**config.mk**
```make
export PLATFORM = sky130hd
export DESIGN_NAME = vga_timing_monitor
export DESIGN_NICKNAME = d
export VERILOG_FILES = /design/src/rtl/vga_timing_monitor.sv
export SDC_FILE = /design/constraint.sdc
export NUM_CORES = 1
export LEC_CHECK = 0
export CAP_MARGIN = 40
export CORE_UTILIZATION = 35
export CTS_BUF_LIST = sky130_fd_sc_hd__clkbuf_8 sky130_fd_sc_hd__clkbuf_16
export CTS_CLUSTER_SIZE = 28
export DETAILED_ROUTE_END_ITERATION = 10
export PLACE_DENSITY = 0.7
export SYNTH_ARGS = -nofsm -noshare
export SYNTH_HDL_FRONTEND = slang
export SYNTH_SLANG_ARGS = --single-unit
```
**constraint.sdc**
```tcl
create_clock -name clk -period 2.5 [get_ports clk]
set_input_delay 0.375 -clock clk [delete_from_list [all_inputs] [get_ports clk]]
set_output_delay 0.375 -clock clk [all_outputs]
set_load 0.02 [all_outputs]
```
**src/rtl/vga_timing_monitor.sv**
```systemverilog
// rtl/vga_timing_monitor.sv - recovers col/row from porch-shaped syncs and checks 800x600 geometry
// Optional error counter built when VGA_MON_STATS_EN is defined.
module vga_timing_monitor #(
    parameter int   DISP_COLS    = 800,
    parameter int   DISP_ROWS    = 600,
    parameter int   TOTAL_COLS   = 1040,
    parameter int   TOTAL_ROWS   = 666,
    parameter int   H_SYNC_PULSE = 120,
    parameter int   H_BACK_PORCH = 64,
    parameter int   V_SYNC_PULSE = 6,
    parameter int   V_BACK_PORCH = 23,
    parameter logic SYNC_ACTIVE  = 1'b0,
    parameter int   LOCK_FRAMES  = 2
) (
    input  logic        clk,
    input  logic        rst_n,
    input  logic        h_sync_with_porch,
    input  logic        v_sync_with_porch,
    output logic [10:0] col,
    output logic [9:0]  row,
    output logic        frame_start,
    output logic        disp_active,
    output logic        locked,
    output logic        err_line,
    output logic        err_frame,
    output logic [15:0] err_count
);

    localparam logic [10:0] COL_LAST  = 11'(TOTAL_COLS - 1);
    localparam logic [9:0]  ROW_LAST  = 10'(TOTAL_ROWS - 1);
    localparam logic [10:0] COL_MAX   = 11'd2047;
    localparam logic [9:0]  ROW_MAX   = 10'd1023;
    localparam logic [10:0] H_START   = 11'(H_SYNC_PULSE + H_BACK_PORCH);
    localparam logic [10:0] H_END     = 11'(H_SYNC_PULSE + H_BACK_PORCH + DISP_COLS);
    localparam logic [9:0]  V_START   = 10'(V_SYNC_PULSE + V_BACK_PORCH);
    localparam logic [9:0]  V_END     = 10'(V_SYNC_PULSE + V_BACK_PORCH + DISP_ROWS);
    localparam logic [7:0]  LOCK_GOOD = 8'(LOCK_FRAMES);

    typedef enum logic [1:0] {SEARCH, TRACK, LOCKED} state_t;

    state_t     state;
    logic [7:0] good;
    logic       s_h, s_v, s_h_d, s_v_d;
    logic       v_pending;
    logic       h_edge, v_edge, frame_edge;
    logic       line_bad, frame_bad;

    assign h_edge     = (s_h == SYNC_ACTIVE) && (s_h_d != SYNC_ACTIVE);
    assign v_edge     = (s_v == SYNC_ACTIVE) && (s_v_d != SYNC_ACTIVE);
    assign frame_edge = h_edge && (v_pending || v_edge);

    // Saturation is flagged only on the 2046->2047 step so a lost sync reports once.
    assign line_bad  = (state != SEARCH) &&
                       ((h_edge && (col != COL_LAST)) || (!h_edge && (col == COL_MAX - 11'd1)));
    assign frame_bad = (state != SEARCH) && frame_edge && (row != ROW_LAST);

    assign disp_active = locked && (col >= H_START) && (col < H_END) &&
                         (row >= V_START) && (row < V_END);

    always_ff @(posedge clk) begin
        if (!rst_n) begin
            s_h       <= ~SYNC_ACTIVE;
            s_v       <= ~SYNC_ACTIVE;
            s_h_d     <= ~SYNC_ACTIVE;
            s_v_d     <= ~SYNC_ACTIVE;
            v_pending <= 1'b0;
            col       <= '0;
            row       <= '0;
            frame_start <= 1'b0;
            err_line  <= 1'b0;
            err_frame <= 1'b0;
        end else begin
            s_h   <= h_sync_with_porch;
            s_v   <= v_sync_with_porch;
            s_h_d <= s_h;
            s_v_d <= s_v;

            if (h_edge)
                v_pending <= 1'b0;
            else if (v_edge)
                v_pending <= 1'b1;

            if (h_edge)
                col <= '0;
            else if (col != COL_MAX)
                col <= col + 11'd1;

            if (frame_edge)
                row <= '0;
            else if (h_edge && (row != ROW_MAX))
                row <= row + 10'd1;

            frame_start <= frame_edge;
            err_line    <= line_bad;
            err_frame   <= frame_bad;
        end
    end

    // FSM reacts to the registered pulses, so locked drops the cycle after an error.
    always_ff @(posedge clk) begin
        if (!rst_n) begin
            state  <= SEARCH;
            good   <= '0;
            locked <= 1'b0;
        end else if (err_line) begin
            state  <= SEARCH;
            good   <= '0;
            locked <= 1'b0;
        end else if (err_frame) begin
            state  <= TRACK;
            good   <= '0;
            locked <= 1'b0;
        end else if (frame_start) begin
            case (state)
                SEARCH: begin
                    state <= TRACK;
                    good  <= '0;
                end
                TRACK: begin
                    if (good + 8'd1 >= LOCK_GOOD) begin
                        state  <= LOCKED;
                        locked <= 1'b1;
                    end else begin
                        good <= good + 8'd1;
                    end
                end
                default: begin
                    state  <= LOCKED;
                    locked <= 1'b1;
                end
            endcase
        end
    end

`ifdef VGA_MON_STATS_EN
    always_ff @(posedge clk) begin
        if (!rst_n)
            err_count <= '0;
        else if ((err_line || err_frame) && (err_count != 16'hFFFF))
            err_count <= err_count + 16'd1;
    end
`else
    assign err_count = '0;
`endif

endmodule

```
==> reports/results.txt <==
Starting Density - 36.86%
via count - 1,656
f_max - 427.6 MHz
final hold vios - 0
clock power share - 36.9%
drt first-iter violations - 59
Startpoint Class - register
area grow syn2layout - 22.09%
Pleak - 0.0009772 uW
Post-Syn Area - 0.002067 mm2
post-route ant nets - 0
synth warn - 0
status - finished, final reports clean
max cap viols - 0
largest net degree at the start of global routing - 13
register area share after synthesis - 38.74%
DIE HEIGHT - 78.85 um
Avg Inst Size Synth - 8.833 um2
# IOs - 46
Clock Sinks - 40
gpl congestion - 0.8670
Yosys top cell by area - dfxtp_1
Root Driver - clkbuf_8
buffer count from post-CTS setup fixing - 0
Fill cells - 580
WP data required - 2120 ps
Yosys reg bits - 40
crit path DAT - 1960 ps
Crit Path Class - reg -> out
Cell variety after synth - 47
nets - 286
Max clock buf depth - 2
diodes inserted - 0
Flop pwr share - 55.1%
routed len/inst - 12.06 um
DIE AREA - 0.006217 mm2
switching fraction of total power - 24.52%
final setup fails - 0
DRC errors left - 0
Worst VDD drop - 0.3210 mV
post-DP HPWL - 3.094 mm
initial antenna violation count - 0
Total Power - 1192 uW
layout cell share with drive strength beyond 1 - 10.18%
FP Rows - 27
worst skew pair latency - 290 ps
Final Cycle Share - 93.55%
post-synthesis cell count - 234
Pint - 899.7 uW
Switch Pwr - 292.2 uW
unrepaired setup endpoints after global routing - no
Die X - 78.85 um
TritonCTS clock tree - built
H-tree levels - 2
Pre-Repair DR Iteration Count - 4
TritonCTS buffer count - 5
area of the core - 0.005608 mm2
setup TNS - 0 ps
IO buf count - 29
clock skew - 8.850 ps
Clock transition at path regs - 80 ps
Synth top area share - 38.74%
pwr dens - 472.3 mW/mm2
synth top area cells - dfxtp_1 (39%), buf_4 (5.8%), nor2_1 (5.3%)
vias per cell - 4.772
vias in the first global route - 1,535
grt ovf - 0
Logic pwr share - 8.0%
minimum clock period - 2339 ps
DRT Wirelength - 4.186 mm
CP max FO - 4
Worst Setup End Kind - output pin
type of the most critical hold path - reg -> reg
GRT Total Usage - 14.39%
max-slew violations - 0
first-pass GRT wire length - 7.079 mm
## worst max-delay path, cell delays in order, from the launching register on
cell	delay, ps
dfxtp_1	310
and2_1	180
nor3b_1	150
nor4b_1	340
o41ai_1	140
a221oi_1	210
dlygate4sd1_1	350
## logic make-up (layout without fill, tap and decap cells)
group	after synthesis	count (layout)	synth area share, %
AOI/OAI and AO/OA	37	37	15.26
xor gates and xnor gates	18	18	7.627
adders and majority gates	8	8	4.843
buffers and inverters	33	59	8.898
DFF	40	40	38.74
other	1	16	0.1814
and+or+nand+nor	97	97	24.46
## cells in the final DEF, fill, tap and decap left out, types with 2 or more instances in the layout
cell	count
nand4_1	7
nor2_1	29
and3_1	5
xor2_1	11
dfxtp_1	40
nand4b_1	2
o21ai_0	4
clkdlybuf4s50_1	28
ha_1	8
conb_1	16
xnor2_1	7
buf_4	8
and2_1	12
a31oi_1	2
nor3_1	5
nand3_1	5
clkinv_2	2
nor2b_1	2
nand2b_1	8
o21ai_1	4
clkbuf_8	6
nand2_1	14
inv_1	14
a311oi_1	2
a21oi_1	9
## through the flow
step           setup slack [ps]  instances  hold slack (ps)  instance area, um2  util, %
3_3_place_gp              197.6        339            405.5                2432    43.37
6_report                  161.1        347            438.6                2524    45.00
5_1_grt                   9.283        347            495.3                2524    45.00
3_5_place_dp              140.4        339            419.1                2432    43.37
4_1_cts                   104.4        347            438.7                2524    45.00
2_1_floorplan             464.9        249            399.9                2123        -
## flip-flops by register name, summed over array words and instances (netlist names)
signal       flops
err_frame        1
locked           1
s_v              1
row             10
err_line         1
state            2
v_pending        1
s_h_d            1
good             8
col             11
frame_start      1
s_h              1
s_v_d            1
## synthesized netlist by cell type (all sizes together)
master   instances
o21bai           1
o2111ai          1
nand2           14
nand4            7
nor4             1
nand2b           8
a21oi           10
and3             6
o21ai            9
nor2b            2
a2111oi          1
a211o            1
dfxtp           40
nor3b            1
a31oi            3
nor4b            1
o21ba            1
nand4b           2
buf             16
conb             1
clkbuf           3
and2            12
nor3             5
a41oi            1
a311oi           2
xnor2            7
inv             14
o41ai            1
a221oi           1
a211oi           3
nand3            5
and4             2
ha               8
or3              2
nor2            29
xor2            11
o21a             1
o2111a           1
## power groups by stage
stage / registers, uW / logic (uW) / clock network [uW]
after floorplan: 678 / 77.9 / 0
after global placement: 672 / 94.3 / 0
after detailed placement: 672 / 95.8 / 0
after CTS: 657 / 96.1 / 459
after global routing: 659 / 105 / 483
final: 657 / 95.7 / 439
## layer usage
layer	vias up	track usage (%)	share of wire [%]
met4	0	4.364	1.1
met5	-	0	0
met3	7	3.448	3.2
li1	844	-	-
met1	777	17.99	47
met2	28	24.43	49
## final cells by class
type | instances | area [um2] | share of cell area (%)
clock buffer | 6 | 82.58 | 3.272
multi-input combinational | 176 | 1139 | 45.12
clock inverter | 2 | 10.01 | 0.3966
timing repair buffer | 37 | 349.1 | 13.83
inverter | 14 | 52.55 | 2.082
sequential | 40 | 800.8 | 31.73
tap | 72 | 90.09 | 3.570
## final timing paths
path | startpoint | to | slack [ps] | cells past startpoint
max | col[7] | disp_active | 160 | 6
max reg2reg | col[0] | col[5] | 610 | 6
min reg2reg | s_v | s_v_d | 440 | 2
min | s_v | s_v_d | 440 | 2
## repair_timing
item	4_1_cts	5_1_grt
hold buffers	0	0
setup endpoints to repair	1	1
pin swaps	0	0
cloned	0	0
resized for setup	1	2
hold endpoints to repair	0	0
(Power assumes the default switching activity.)
